<file path="config.mk">
export PLATFORM = sky130hd
export DESIGN_NAME = fp_to_fixed_conv
export DESIGN_NICKNAME = d
export VERILOG_FILES = /design/src/rtl/fp_to_fixed_conv.sv
export SDC_FILE = /design/constraint.sdc
export NUM_CORES = 1
export LEC_CHECK = 0
export CORE_AREA = 2 2 135 137
export DETAILED_ROUTE_END_ITERATION = 7
export DIE_AREA = 0 0 137 139
export MAX_ROUTING_LAYER = met4
export PLACE_DENSITY = 0.5
export RECOVER_POWER = 25
export SYNTH_ARGS = -nofsm -noshare
export SYNTH_HDL_FRONTEND = slang
export SYNTH_SLANG_ARGS = --single-unit
</file>
<file path="constraint.sdc">
create_clock -name clk -period 4.7 [get_ports clk]
set_input_delay 1.175 -clock clk [delete_from_list [all_inputs] [get_ports clk]]
set_output_delay 1.175 -clock clk [all_outputs]
set_load 0.005 [all_outputs]
</file>
<file path="src/rtl/fp_to_fixed_conv.sv">
// fp_to_fixed_conv: converts one fpu-format float (sign, 8b two's complement
// unbiased exponent, 23b mantissa with explicit leading one) into a signed
// Q(INT_W).(FRAC_W) fixed-point value with saturation.
//
// Optional feature macro: FP2FIX_BARREL_EN
//   defined   - alignment done by a single-cycle barrel shifter (latency 1)
//   undefined - alignment iterates one bit per clock (latency |k|+1)
//
// Handshake (both sides): a transfer happens on a rising clock edge where
// valid and ready are both high. in_ready is high only in IDLE. out_valid,
// fix_out and ovf stay stable until out_ready is seen high; no new input
// is taken in the same cycle as the output transfer.
module fp_to_fixed_conv #(
    parameter int INT_W  = 16,
    parameter int FRAC_W = 16,
    localparam int W     = INT_W + FRAC_W
) (
    input  logic         clk,
    input  logic         rst,
    input  logic         in_valid,
    output logic         in_ready,
    input  logic [31:0]  fp_in,
    output logic         out_valid,
    input  logic         out_ready,
    output logic [W-1:0] fix_out,
    output logic         ovf
);

    typedef enum logic [1:0] {IDLE, ALIGN, DONE} state_t;

    // Shift count k = E - 22 + FRAC_W; positive k means shift left.
    localparam logic signed [9:0] K_OFF = 10'(FRAC_W - 22);
    localparam logic signed [9:0] K_MAX = 10'(W);
    localparam logic signed [9:0] K_MIN = -10'sd24;

    state_t       state_q, state_d;
    logic         sign_q, sign_d;
    logic [W-1:0] mag_q, mag_d;
    logic [6:0]   cnt_q, cnt_d;
    logic         left_q, left_d;
    logic         sticky_q, sticky_d;
    logic [W-1:0] fix_q, fix_d;
    logic         ovf_q, ovf_d;
    logic         out_valid_q, out_valid_d;

    logic signed [9:0] k;
`ifdef FP2FIX_BARREL_EN
    logic [2*W-1:0] ext;
`endif

    // Saturate or negate the aligned magnitude; returns {ovf, fix}.
    function automatic logic [W:0] make_result(input logic sgn,
                                               input logic [W-1:0] m,
                                               input logic sticky);
        logic over;
        over = sticky | (sgn ? (m[W-1] & (|m[W-2:0])) : m[W-1]);
        if (over)
            make_result = sgn ? {1'b1, 1'b1, {(W-1){1'b0}}}
                              : {1'b1, 1'b0, {(W-1){1'b1}}};
        else
            make_result = {1'b0, (sgn ? (~m + 1'b1) : m)};
    endfunction

    assign k         = signed'({{2{fp_in[30]}}, fp_in[30:23]}) + K_OFF;
    assign in_ready  = (state_q == IDLE);
    assign out_valid = out_valid_q;
    assign fix_out   = fix_q;
    assign ovf       = ovf_q;

    // Next-state and datapath: accept/decode, align, present result.
    always_comb begin
        state_d     = state_q;
        sign_d      = sign_q;
        mag_d       = mag_q;
        cnt_d       = cnt_q;
        left_d      = left_q;
        sticky_d    = sticky_q;
        fix_d       = fix_q;
        ovf_d       = ovf_q;
        out_valid_d = out_valid_q;
`ifdef FP2FIX_BARREL_EN
        ext         = {{W{1'b0}}, mag_q} << cnt_q;
`endif
        case (state_q)
            IDLE: begin
                if (in_valid) begin
                    sign_d   = fp_in[31];
                    mag_d    = {{(W-23){1'b0}}, fp_in[22:0]};
                    cnt_d    = 7'(k[9] ? -k : k);
                    left_d   = !k[9] && (k != 10'sd0);
                    sticky_d = 1'b0;
                    if (fp_in[22:0] == 23'd0) begin
                        mag_d = '0;
                        cnt_d = '0;
                    end else if (k > K_MAX) begin
                        sticky_d = 1'b1;
                        cnt_d    = '0;
                    end else if (k < K_MIN) begin
                        mag_d = '0;
                        cnt_d = '0;
                    end
                    state_d = ALIGN;
                end
            end
            ALIGN: begin
`ifdef FP2FIX_BARREL_EN
                if (left_q)
                    {ovf_d, fix_d} = make_result(sign_q, ext[W-1:0],
                                                 sticky_q | (|ext[2*W-1:W]));
                else
                    {ovf_d, fix_d} = make_result(sign_q, mag_q >> cnt_q, sticky_q);
                out_valid_d = 1'b1;
                state_d     = DONE;
`else
                if (cnt_q != 7'd0) begin
                    if (left_q) begin
                        sticky_d = sticky_q | mag_q[W-1];
                        mag_d    = mag_q << 1;
                    end else begin
                        mag_d    = mag_q >> 1;
                    end
                    cnt_d = cnt_q - 7'd1;
                end else begin
                    {ovf_d, fix_d} = make_result(sign_q, mag_q, sticky_q);
                    out_valid_d    = 1'b1;
                    state_d        = DONE;
                end
`endif
            end
            DONE: begin
                if (out_ready) begin
                    out_valid_d = 1'b0;
                    state_d     = IDLE;
                end
            end
            default: state_d = IDLE;
        endcase
    end

    // State and output registers; reset aborts any conversion in flight.
    always_ff @(posedge clk or posedge rst) begin
        if (rst) begin
            state_q     <= IDLE;
            sign_q      <= 1'b0;
            mag_q       <= '0;
            cnt_q       <= '0;
            left_q      <= 1'b0;
            sticky_q    <= 1'b0;
            fix_q       <= '0;
            ovf_q       <= 1'b0;
            out_valid_q <= 1'b0;
        end else begin
            state_q     <= state_d;
            sign_q      <= sign_d;
            mag_q       <= mag_d;
            cnt_q       <= cnt_d;
            left_q      <= left_d;
            sticky_q    <= sticky_d;
            fix_q       <= fix_d;
            ovf_q       <= ovf_d;
            out_valid_q <= out_valid_d;
        end
    end

endmodule

</file>
After elaboration in Yosys (flattened, before gate mapping)
Cells that the tools add are included.
{"block": "classes", "add_sub_neg": 4, "magnitude_cmp": 2, "n_eq_ne": 7, "muxes": 31, "n_bitwise": 5, "n_reduce_logical": 15}
{"operator": "$mux W32", "count": 5}
{"operator": "$mux W23", "count": 3}
{"operator": "$pmux W32 S2", "count": 1}
{"operator": "$mux W7", "count": 6}
{"operator": "$mux W33", "count": 1}
{"operator": "$add A32 B1 Y32 const B", "count": 1}
{"operator": "$not A32 Y32", "count": 1}
{"operator": "$reduce_or A31 Y1", "count": 1}
{"operator": "$logic_not A23 Y1", "count": 1}
{"operator": "$pmux W7 S2", "count": 1}
{"operator": "$ne A2 B2 Y1 const B", "count": 5}
{"operator": "$reduce_bool A10 Y1", "count": 1}
{"operator": "$add A8 B4 Y9 const B", "count": 1}
{"operator": "$gt A9 B7 Y1 const B", "count": 1}
{"operator": "$lt A9 B6 Y1 const B", "count": 1}
{"operator": "$reduce_and A3 Y1", "count": 3}
{"operator": "$mux W1", "count": 8}
{"operator": "$neg A7 Y7", "count": 1}
{"operator": "$reduce_bool A7 Y1", "count": 1}
{"operator": "$sub A7 B1 Y7 const B", "count": 1}
{"operator": "$mux W2", "count": 3}
{"operator": "$pmux W2 S3", "count": 1}
{"operator": "$pmux W1 S2", "count": 2}
{"operator": "$reduce_and A2 Y1", "count": 2}
{"operator": "10 further kinds", "count": 12}
{"block": "totals", "reg_bits": 78, "elab_cells": 73}

Logic depth before layout (Yosys ltp)
{"block": "depth", "ltp_word": 8, "ltp_mapped": 9, "mapped_depth_nobuf": 8}

Least setup slack after synthesis
No wires, ideal clock.
{"block": "synth_path", "kind": "input to register", "start": "in fp_in[24]", "end": "reg cnt_q[1]", "setup_ns": 0.136, "t_arrival_ns": 2.519, "t_required_ns": 4.564, "slack_ns": 2.045, "path_stages": 7, "cell_sequence": "ha_1 > buf_2 > nor4_1 > xnor2_1 > and3_1 > o41ai_4 > o31ai_1"}
{"block": "synth_between", "elab_chain_cells": 8, "word_cells_on_any_way": 10, "cone_classes": "add/sub (2); order compare (2); mux (6)"}
{"element": "start: declaration", "line": "22", "source": "input logic [31:0] fp_in,"}
{"element": "$add A8 B4 Y9 *", "line": "64", "source": "assign k = signed'({{2{fp_in[30]}}, fp_in[30:23]}) + K_OFF;"}
{"element": "$neg A7 Y7", "line": "89", "source": "cnt_d = 7'(k[9] ? -k : k);"}
{"element": "$mux W7", "line": "89"}
{"element": "$mux W7", "line": "98", "source": "end else if (k < K_MIN) begin"}
{"element": "$mux W7 *", "line": "95", "source": "end else if (k > K_MAX) begin"}
{"element": "$mux W7 *", "line": "92", "source": "if (fp_in[22:0] == 23'd0) begin"}
{"element": "$mux W7 *", "line": "86", "source": "if (in_valid) begin"}
{"element": "$pmux W7 S2 *", "line": "84", "source": "case (state_q)"}
{"element": "end signal: assignment", "line": "156", "source": "cnt_q <= cnt_d;"}
{"element": "end: declaration", "line": "39", "source": "logic [6:0] cnt_q, cnt_d;"}
Mark *: on every way between the ends. The rest lies on a longest branch, timed or not. The select of a mux whose other input is x is not followed.
A chain may end at the register's enable or synchronous reset.

Worst setup path in the final report
{"block": "layout_path", "start": "in fp_in[24]", "end": "reg cnt_q[2]"}
The elaborated chain is that of the path after synthesis.

==> results.py <==
metrics = {
    "route": {
        "drc_errors": 0,
        "detail_route.wirelength_mm": 14.4,
        "drt-initial-drc-count": 333,
        "routed_wire_length_per_instance_um": 16.4,
        "detail_route.first_pass.iterations": 4,
        "vias": 4648,
        "post_route_ant_nets": 0,
        "avgViaCountPerCell": 5.26,
    },
    "global_route": {
        "grt_pass1_vias": 4625,
        "globalRouteTotalUtil": 0.162,
        "first_pass_grt_wire_length_mm": 24.1,
        "grt_overflow_total": 0,
        "grt_max_degree": 79,
        "antenna_violations_before_repair": 0,
    },
    "setup_path": {
        "setup.worst_path.class": "input port to flop",
        "largest_stage_delay_on_the_critical_path_ns": 0.64,
        "worst-endpoint-required_ns": 4.94,
        "critical_path_s_slowest_cell": "a41o_1",
        "worstSetupStartpointType": "input port",
        "crit_chain": "clkdlybuf4s50_1 -> ha_1 -> nor4_1 -> a41o_1 -> nor2_1 -> o31ai_1",
        "path_max_fanout": 24,
        "cp-end-kind": "flop",
        "worstPathBufferInverterCount": 1,
        "cp_delay_by_family_top": "compound AO/OA/AOI/OAI gates",
        "critPathArrivalTime_ns": 3.57,
    },
    "run_status": {
        "outcome": "finished with violations",
        "violations_in_the_final_reports": "capacitance limit, slew limit",
    },
    "power_and_ir_drop": {
        "total_power_mw": 4.26,
        "power_leakage_nw": 2.44,
        "peak_ir_drop_on_the_vdd_network_uv": 197,
        "pwr_density_cell_nw_per_um2": 672,
    },
    "cells_and_area": {
        "fillCellCount": 1789,
        "post-route-util": 0.359,
        "drive_above_1_share": 0.0917,
        "finish.net_count": 691,
        "diodes": 0,
        "syn2layout_area_growth_pct": 21.8,
    },
    "timing": {
        "rsz0062_at_grt": "false",
        "finClkSkew_ns": 0.00852,
        "final_hold_viol_count": 0,
        "setup-violations-final": 0,
        "timing.slew.headroom": -0.325,
        "slew_viol_final": 79,
        "finalCriticalPeriod_ns": 3.33,
        "final.period_utilization": 0.709,
        "worst-slew-pin-transition_ns": 1.99,
        "setup-tns-final_ns": 0,
        "fmax_mhz": 300,
    },
    "die": {
        "floorplan.initialDensity": 0.295,
        "die_h_um": 139,
        "die_area_um2": 19000,
        "floorplan.core_area_um2": 17700,
        "die_w_um": 137,
        "num_rows": 49,
        "ios": 71,
    },
    "yosys": {
        "synth_enable_flop_cells": 0,
        "synth-seq-cells": 78,
        "syn-instance-count": 612,
        "post_synth_instance_area_um2": 5210,
        "yosys_warnings": 0,
        "async_flop_share": 1.00,
        "syn-num-nets": 652,
        "yosysSeqAreaShare": 0.375,
        "synth.avg_cell_area_um2": 8.51,
        "dominantRegCellSynth": "dfrtp_1",
        "synth.lib_cells_used.distinct": 54,
        "synth_area_leader_cell": "dfrtp_1",
        "synth.top_cell.area_share": 0.375,
        "synth.top_cells.by_area": "dfrtp_1 (37%), nor2_1 (5.1%), mux2_2 (4.8%)",
    },
    "cts": {
        "htree_levels": 3,
        "clock_pin_slew_on_the_worst_setup_and_hold_paths_ns": 0.06,
        "tritoncts_num_sinks": 78,
        "tritoncts_clock_tree": "yes",
        "clkLatencyLatePin_ns": 0.34,
        "post_cts.resized_instances": 0,
        "post_cts_buffers": 0,
        "cts-root-buf": "clkbuf_16",
        "cts_inserted_buffers": 9,
        "cts.path.max_buffers": 2,
        "cts-hold-fix-buffers": 0,
    },
    "placement": {
        "post-dp-hpwl_mm": 10.3,
        "port_buffers": 70,
        "routabilityCongestion": 0.841,
    },
    "job": {
        "cap_viol_max_count": 1,
    },
    "worst_hold_path": {
        "hold_path_class": "flop to flop",
    },
}
==> cells in the mapped netlist, types with 2 or more instances <==
master	instances
a211oi_1	13
a21oi_1	23
a22oi_1	2
a31oi_1	33
a41o_1	2
and3_1	5
buf_1	3
buf_2	15
clkbuf_1	33
dfrtp_1	78
ha_1	4
inv_1	16
mux2_2	22
mux2i_1	12
nand2_1	64
nand2b_1	4
nand3_1	7
nand4_1	6
nand4b_1	5
nor2_1	71
nor2b_1	3
nor3_1	26
nor3_2	2
nor3b_1	3
nor4_1	5
nor4_4	4
nor4b_1	2
o21ai_0	49
o31ai_1	32
o41ai_1	6
or3_1	10
or4_1	6
xnor2_1	10
xor2_1	16
==> registers in the layout (all words and copies together) (netlist names) <==
name and flops:
fix_out 32, mag_q 32, cnt_q 7, state_q 2, left_q 1, out_valid 1
ovf 1, sign_q 1, sticky_q 1
==> layout by cell type (no fill, tap or decap), types with 6 or more instances in the layout <==
master           netlist  final
a31oi_1               33     33
xor2_1                16     16
dfrtp_1               78     78
buf_4                  0      8
or4_1                  6      6
nor3_1                26     26
clkbuf_16              0      9
o41ai_1                6      6
mux2i_1               12     12
nor2_1                71     71
inv_1                 16     15
nand4_1                6      6
or3_1                 10     10
o31ai_1               32     32
clkdlybuf4s50_1        0     67
a211oi_1              13     12
o21ai_0               49     49
nand2_1               64     64
a21oi_1               23     23
nand3_1                7      7
mux2_2                22     22
xnor2_1               10     10
==> per-layer routing <==
metal,part of all wire,track usage
met5,0,-
met3,0.040,0.0161
met4,0.020,0.0635
met1,0.50,0.225
met2,0.44,0.241
==> report_power, final <==
group | internal (mW) | switching (mW)
sequential | 0.977 | 0.432
combinational | 1.01 | 1.15
clock | 0.435 | 0.260
total | 2.42 | 1.84
==> cell families after synthesis <==
family          share of synthesized area
xor+xnor                           0.0437
mux                                0.0728
simple gates                        0.234
flops                               0.375
fa+ha+maj                         0.00961
compound gates                      0.212
buf+inv                            0.0526
==> area by class of cell <==
cell class              count  area (µm²)  area share
inverters                  17        63.8      0.0101
well taps                 229         287      0.0452
flip-flops and latches     78        1950       0.308
repair buffers             79         766       0.121
clock buffers              13         260      0.0410
multi-input cells         466        2990       0.471
clock inverters             1        30.0     0.00473
==> path summary, 6_finish.rpt <==
path	from	to	slack (ns)	cells past startpoint
setup reg to reg	mag_q[0]	fix_out[29]	1.78	7
hold reg to reg	fix_out[6]	fix_out[6]	0.48	2
max in group asynchronous	rst	fix_out[9]	1.54	3
hold / removal	fix_out[6]	fix_out[6]	0.48	2
min in group asynchronous	rst	fix_out[27]	2.00	3
setup / recovery	fp_in[24]	cnt_q[2]	1.37	6
==> worst reg2reg max path: cells and delay by family, from the launching register on <==
family                     cells  cell delay, ns
and+or+nand+nor                4            1.80
buffers and inverters          1            0.07
adders and majority gates      1            0.23
AOI/OAI and AO/OA              1            0.19
DFF                            1            0.46
==> per-stage QoR <==
step / hold slack, ns / std cells / setup slack, ns / area (µm²)
2_1_floorplan: 0.467 / 612 / 1.53 / 5210
3_3_place_gp: 0.466 / 869 / 1.16 / 6060
3_5_place_dp: 0.465 / 869 / 1.01 / 6060
4_1_cts: 0.478 / 883 / 1.36 / 6350
5_1_grt: 0.505 / 883 / 1.02 / 6340
6_report: 0.476 / 883 / 1.37 / 6340
No activity file was read; power rests on OpenSTA's default activity.
